==> src/rtl/load_store_unit_if.sv <==
// Request/response channel between the execute/memory stage and the load/store unit.
interface load_store_unit_if;
  logic        req_valid;
  logic        req_ready;
  logic        req_write;
  logic [31:0] req_addr;
  logic [2:0]  req_funct3;
  logic [31:0] req_wdata;
  logic        resp_valid;
  logic [1:0]  resp_err;
  logic [31:0] resp_rdata;

  modport master (
    output req_valid, req_write, req_addr, req_funct3, req_wdata,
    input  req_ready, resp_valid, resp_err, resp_rdata
  );

  modport slave (
    input  req_valid, req_write, req_addr, req_funct3, req_wdata,
    output req_ready, resp_valid, resp_err, resp_rdata
  );
endinterface

==> src/rtl/load_store_unit.sv <==
// RV32 load/store unit: decodes and checks one access at a time, drives the
// data-memory port and returns a single-cycle response.
module load_store_unit #(
  parameter int ADDR_SIZE = 10,
  parameter int WORD_SIZE = 32
) (
  input  logic                  clk,
  input  logic                  rst,
  load_store_unit_if.slave      bus,
  output logic                  mem_en_write,
  output logic                  mem_en_read,
  output logic [ADDR_SIZE-1:0]  mem_addr,
  output logic [WORD_SIZE-1:0]  mem_din,
  output logic [1:0]            mem_size,
  output logic                  mem_unsigned,
  input  logic [WORD_SIZE-1:0]  mem_dout
);

  typedef enum logic [1:0] {IDLE, ACCESS, LOAD_WAIT, RESP} state_t;

  state_t                 state_reg;
  logic                   is_write_reg;
  logic                   mem_en_write_reg;
  logic                   mem_en_read_reg;
  logic [ADDR_SIZE-1:0]   mem_addr_reg;
  logic [WORD_SIZE-1:0]   mem_din_reg;
  logic [1:0]             mem_size_reg;
  logic                   mem_unsigned_reg;
  logic                   resp_valid_reg;
  logic [1:0]             resp_err_reg;
  logic [31:0]            resp_rdata_reg;

  logic                   legal_next;
  logic                   misaligned_next;
  logic                   out_of_range_next;
  logic [1:0]             size_next;
  logic                   unsigned_next;
  logic [1:0]             err_next;
  logic [WORD_SIZE-1:0]   din_next;

  always_comb begin
    size_next     = bus.req_funct3[1:0];
    unsigned_next = bus.req_funct3[2];
    if (bus.req_write) begin
      legal_next = !bus.req_funct3[2] && (bus.req_funct3[1:0] != 2'b11);
    end else begin
      legal_next = (bus.req_funct3 == 3'b000) || (bus.req_funct3 == 3'b001) ||
                   (bus.req_funct3 == 3'b010) || (bus.req_funct3 == 3'b100) ||
                   (bus.req_funct3 == 3'b101);
    end
    misaligned_next   = ((size_next == 2'b01) && bus.req_addr[0]) ||
                        ((size_next == 2'b10) && (bus.req_addr[1:0] != 2'b00));
    out_of_range_next = |bus.req_addr[31:ADDR_SIZE];
    if (!legal_next)             err_next = 2'b11;
    else if (misaligned_next)    err_next = 2'b01;
    else if (out_of_range_next)  err_next = 2'b10;
    else                         err_next = 2'b00;
  end

  // Replicating the narrow store data onto every lane lets the memory pick
  // whichever lane the byte offset selects without any shifting here.
  genvar gi;
  generate
    for (gi = 0; gi < WORD_SIZE / 8; gi++) begin : g_lane
      assign din_next[8*gi +: 8] =
          (size_next == 2'b00) ? bus.req_wdata[7:0] :
          (size_next == 2'b01) ? bus.req_wdata[8*(gi % 2) +: 8] :
                                 bus.req_wdata[8*gi +: 8];
    end
  endgenerate

  always_ff @(posedge clk or posedge rst) begin
    if (rst) begin
      state_reg        <= IDLE;
      is_write_reg     <= 1'b0;
      mem_en_write_reg <= 1'b0;
      mem_en_read_reg  <= 1'b0;
      mem_addr_reg     <= '0;
      mem_din_reg      <= '0;
      mem_size_reg     <= 2'b00;
      mem_unsigned_reg <= 1'b0;
      resp_valid_reg   <= 1'b0;
      resp_err_reg     <= 2'b00;
      resp_rdata_reg   <= 32'h0;
    end else begin
      case (state_reg)
        IDLE: begin
          resp_valid_reg <= 1'b0;
          if (bus.req_valid) begin
            if (err_next != 2'b00) begin
              // Rejected accesses never touch memory.
              state_reg      <= RESP;
              resp_valid_reg <= 1'b1;
              resp_err_reg   <= err_next;
              resp_rdata_reg <= 32'h0;
            end else begin
              state_reg        <= ACCESS;
              is_write_reg     <= bus.req_write;
              mem_en_write_reg <= bus.req_write;
              mem_en_read_reg  <= !bus.req_write;
              mem_addr_reg     <= bus.req_addr[ADDR_SIZE-1:0];
              mem_din_reg      <= din_next;
              mem_size_reg     <= size_next;
              mem_unsigned_reg <= unsigned_next;
            end
          end
        end
        ACCESS: begin
          mem_en_write_reg <= 1'b0;
          mem_en_read_reg  <= 1'b0;
          if (is_write_reg) begin
            state_reg      <= RESP;
            resp_valid_reg <= 1'b1;
            resp_err_reg   <= 2'b00;
            resp_rdata_reg <= 32'h0;
          end else begin
            state_reg <= LOAD_WAIT;
          end
        end
        LOAD_WAIT: begin
          state_reg      <= RESP;
          resp_valid_reg <= 1'b1;
          resp_err_reg   <= 2'b00;
          resp_rdata_reg <= mem_dout[31:0];
        end
        RESP: begin
          resp_valid_reg <= 1'b0;
          state_reg      <= IDLE;
        end
        default: state_reg <= IDLE;
      endcase
    end
  end

  assign bus.req_ready  = (state_reg == IDLE);
  assign bus.resp_valid = resp_valid_reg;
  assign bus.resp_err   = resp_err_reg;
  assign bus.resp_rdata = resp_rdata_reg;
  assign mem_en_write   = mem_en_write_reg;
  assign mem_en_read    = mem_en_read_reg;
  assign mem_addr       = mem_addr_reg;
  assign mem_din        = mem_din_reg;
  assign mem_size       = mem_size_reg;
  assign mem_unsigned   = mem_unsigned_reg;

endmodule

==> src/flat_wrapper.sv <==
// flat-port wrapper written by rule: the top's interface ports become plain ports
module load_store_unit_flat 
#(
  parameter int ADDR_SIZE = 10,
  parameter int WORD_SIZE = 32
)
  (clk, rst, mem_en_write, mem_en_read, mem_addr, mem_din, mem_size, mem_unsigned, mem_dout, bus_req_valid, bus_req_write, bus_req_addr, bus_req_funct3, bus_req_wdata, bus_req_ready, bus_resp_valid, bus_resp_err, bus_resp_rdata);
  load_store_unit_if bus_i ();
  input  logic clk;
  input  logic rst;
  output logic mem_en_write;
  output logic mem_en_read;
  output logic [ADDR_SIZE-1:0] mem_addr;
  output logic [WORD_SIZE-1:0] mem_din;
  output logic [1:0] mem_size;
  output logic mem_unsigned;
  input  logic [WORD_SIZE-1:0] mem_dout;
  input wire logic [$bits(bus_i.req_valid)-1:0] bus_req_valid;
  input wire logic [$bits(bus_i.req_write)-1:0] bus_req_write;
  input wire logic [$bits(bus_i.req_addr)-1:0] bus_req_addr;
  input wire logic [$bits(bus_i.req_funct3)-1:0] bus_req_funct3;
  input wire logic [$bits(bus_i.req_wdata)-1:0] bus_req_wdata;
  output wire logic [$bits(bus_i.req_ready)-1:0] bus_req_ready;
  output wire logic [$bits(bus_i.resp_valid)-1:0] bus_resp_valid;
  output wire logic [$bits(bus_i.resp_err)-1:0] bus_resp_err;
  output wire logic [$bits(bus_i.resp_rdata)-1:0] bus_resp_rdata;
  assign bus_i.req_valid = bus_req_valid;
  assign bus_i.req_write = bus_req_write;
  assign bus_i.req_addr = bus_req_addr;
  assign bus_i.req_funct3 = bus_req_funct3;
  assign bus_i.req_wdata = bus_req_wdata;
  assign bus_req_ready = bus_i.req_ready;
  assign bus_resp_valid = bus_i.resp_valid;
  assign bus_resp_err = bus_i.resp_err;
  assign bus_resp_rdata = bus_i.resp_rdata;
  load_store_unit #(.ADDR_SIZE(ADDR_SIZE), .WORD_SIZE(WORD_SIZE)) u_core (.clk(clk), .rst(rst), .bus(bus_i), .mem_en_write(mem_en_write), .mem_en_read(mem_en_read), .mem_addr(mem_addr), .mem_din(mem_din), .mem_size(mem_size), .mem_unsigned(mem_unsigned), .mem_dout(mem_dout));
endmodule
==> config.mk <==
export PLATFORM = sky130hd
export DESIGN_NAME = load_store_unit_flat
export DESIGN_NICKNAME = d
export VERILOG_FILES = /design/src/rtl/load_store_unit_if.sv /design/src/rtl/load_store_unit.sv /design/src/flat_wrapper.sv
export SDC_FILE = /design/constraint.sdc
export NUM_CORES = 1
export LEC_CHECK = 0
export CAP_MARGIN = 10
export CORE_MARGIN = 5
export CORE_UTILIZATION = 35
export CTS_CLUSTER_DIAMETER = 100
export DETAILED_ROUTE_END_ITERATION = 8
export PLACE_DENSITY = 0.73
export SETUP_SLACK_MARGIN = 0.3
export SLEW_MARGIN = 20
export SYNTH_ARGS = -nofsm -noshare
export SYNTH_HDL_FRONTEND = slang
export SYNTH_SLANG_ARGS = --single-unit
==> constraint.sdc <==
create_clock -name clk -period 2.67 [get_ports clk]
set_clock_uncertainty 0.2 [all_clocks]
set_input_delay 0.267 -clock clk [delete_from_list [all_inputs] [get_ports clk]]
set_output_delay 0.267 -clock clk [all_outputs]
set_load 0.03 [all_outputs]
==> results_dict.tcl <==
set metrics [dict create \
    ys_seq_elements 85 \
    avgSynthCellArea_um2 11.1 \
    r2r-start "u_core.state_reg[1]" \
    leakagePower_nw 2.87 \
    cp_top_family "buffers and inverters" \
    fin_crit_ns 2.27 \
    ys_seq_area_share_pct 53.8 \
    synth_area_mm2 0.00395 \
    r2r-end "u_core.mem_din[6]" \
    cts.clk_slew.worst_paths_ns 0.06 \
    die_area_mm2 0.0135 \
    max_freq_mhz 441 \
    coreArea_mm2 0.0109 \
    final_util_pct 58.4 \
    totalWireLength_um 11800 \
    gp_congestion 0.788 \
    cts_tree "yes" \
    wl_per_cell_um 16.9 \
    slowest_stage "clkdlybuf4s50_1" \
    synth_nets 461 \
    critPathBufInv 4 \
    endpoint_kind "flop" \
    max_cap_violations 0 \
    cpMostUsedCell "buf_4" \
    worst-r2r-setup-slack_ns 0.47 \
    htree_levels 3 \
    clockBufferDepth 2 \
    numCtsBuffers 9 \
    area_delta_synth_final_pct 61.4 \
    multi_input_area_mm2 0.00158 \
    dpl.hpwl_um 8700 \
    required_ns 2.68 \
    powerDensity_mw_per_mm2 733 \
    drc 0 \
    ant_nets 0 \
    io_buffers 185 \
    layout.nets 658 \
    worstSetupStartpointType "input pin" \
    max_stage_delay_ns 0.49 \
    synthFlopType "dfrtp_1" \
    clock_latency_ns 0.32 \
    grt_pass1_vias 3533 \
    dieHeight_um 116 \
    peakVddDrop_mv 0.587 \
    hold_viol_final 0 \
    cts_sinks 85 \
    yosys_warnings 0 \
    drt-initial-drc-count 128 \
    synthArstFlopShare_pct 100 \
    cts-root-buf "clkbuf_16" \
    power_w 0.00467 \
    path_max_fanout 12 \
    postCtsHoldBufs 0 \
    crit_path_cell_trace "clkdlybuf4s50_1 -> nor4_2 -> buf_4 -> a21oi_4 -> nor4_4 -> buf_4 -> buf_6 -> mux2_2" \
    ys_types 28 \
    placed_area_mm2 0.00600 \
    mostFrequentLayoutCell "clkdlybuf4s50_1" \
    drive_above_1_share_pct 12.6 \
    worst_slew_pin_slew_ns 0.648 \
    layout_common_cells "184 x clkdlybuf4s50_1, 85 x dfrtp_1, 56 x mux2i_1" \
    dr_total_vias 3301 \
    start_util_pct 36.2 \
    critical_path_class "in -> reg" \
    grt_start_max_net_pins 52 \
    arrival_ns 2.28 \
    fp.dieW_um 116 \
    max_slew_margin_pct 56.8 \
    gr-usage-all-layers_pct 16.8 \
    first_pass_iters 6 \
    slew_violations 0 \
    overflow 0 \
    setup-tns-final_ns 0 \
    rsz0062_at_grt "no" \
    design.portCount 186 \
    r2r.worst_path.cells 7 \
    status "completed" \
    viasPerCell 4.74 \
    fin_crit_sh_pct 84.9 \
    grt_pass1_wl_um 18000 \
    fin_area_mm2 0.00638 \
    synth_edf_count 0 \
    antenna_found_initial 0 \
    seq_area_mm2 0.00213 \
    num-fill-cells 947 \
    setup-violations-final 0 \
    hold_path_class "in -> async" \
    syn_inst 355 \
    rows 38 \
    antenna_cells 0 \
]
[where the power goes]
group          internal (W)  switching (W)
clock              0.000725       0.000497
sequential          0.00145      0.0000904
combinational      0.000868        0.00104
total               0.00304        0.00163
[per-stage QoR]
step                      setup WS (ns)  cells  hold WS, ns
final                             0.403    697        0.213
after global routing              0.303    697        0.278
after detailed placement         0.0516    676        0.265
after global placement           0.0669    676        0.267
after CTS                         0.319    692        0.230
after floorplan                   0.312    355        0.202
[cell families (layout without fill, tap and decap cells)]
family	count (synthesis)	count (layout)	share of synthesized area, %
AO/OA/AOI/OAI	42	42	6.01
adder cells (fa/ha/maj)	3	3	0.949
buffers and inverters	56	258	6.87
flip-flops	85	85	53.8
multiplexers	88	88	23.3
AND/OR/NAND/NOR	81	81	9.08
[worst max path at each step]
stage | startpoint | end | slack (ns) | cells past startpoint
after floorplan | u_core.state_reg[0] | u_core.is_write_reg | 0.31 | 7
after global placement | bus_req_addr[0] | u_core.mem_din[4] | 0.07 | 7
after detailed placement | bus_req_addr[0] | u_core.mem_addr[6] | 0.05 | 7
after CTS | u_core.state_reg[1] | bus_req_ready | 0.32 | 3
after global routing | bus_req_addr[0] | u_core.mem_addr[3] | 0.30 | 8
final | bus_req_addr[0] | u_core.mem_din[6] | 0.40 | 8
[metal layers]
metal,global-route usage [%],wire (um),vias to the layer above
met4,6.88,212,0
met2,30.9,6350,89
met5,0,0,-
met1,19.1,4530,1617
li1,-,-,1581
met3,2.95,682,14
[worst min-delay path, delay by kind of cell]
family   cells  cell delay, ns
buf+inv      3            0.90
[area by class of cell]
class | count | area share [%]
Sequential cell | 85 | 33.3
Timing Repair Buffer | 205 | 32.4
Inverter | 37 | 2.24
Tap cell | 140 | 2.75
Multi-Input combinational cell | 214 | 24.8
Clock inverter | 4 | 0.765
Clock buffer | 12 | 3.71
[timing repair]
action | 4_1_cts | 5_1_grt
gates resized for setup | 0 | 4
buffers inserted | 0 | 3
endpoints found under the setup margin | 0 | 42
hold endpoints to repair | 0 | 0
[synth_stat cells (3+ instances only)]
library cell	number	area, um^2
buf_4	4	30.0
nor4_1	6	37.5
o21ai_0	12	60.1
dfrtp_1	85	2130
nand2_1	44	165
mux2_2	30	338
nor2_1	24	90.1
ha_1	3	37.5
inv_1	37	139
clkbuf_1	8	30.0
buf_6	6	67.6
a21oi_1	21	105
mux2i_1	56	561
(Power assumes the default switching activity.)
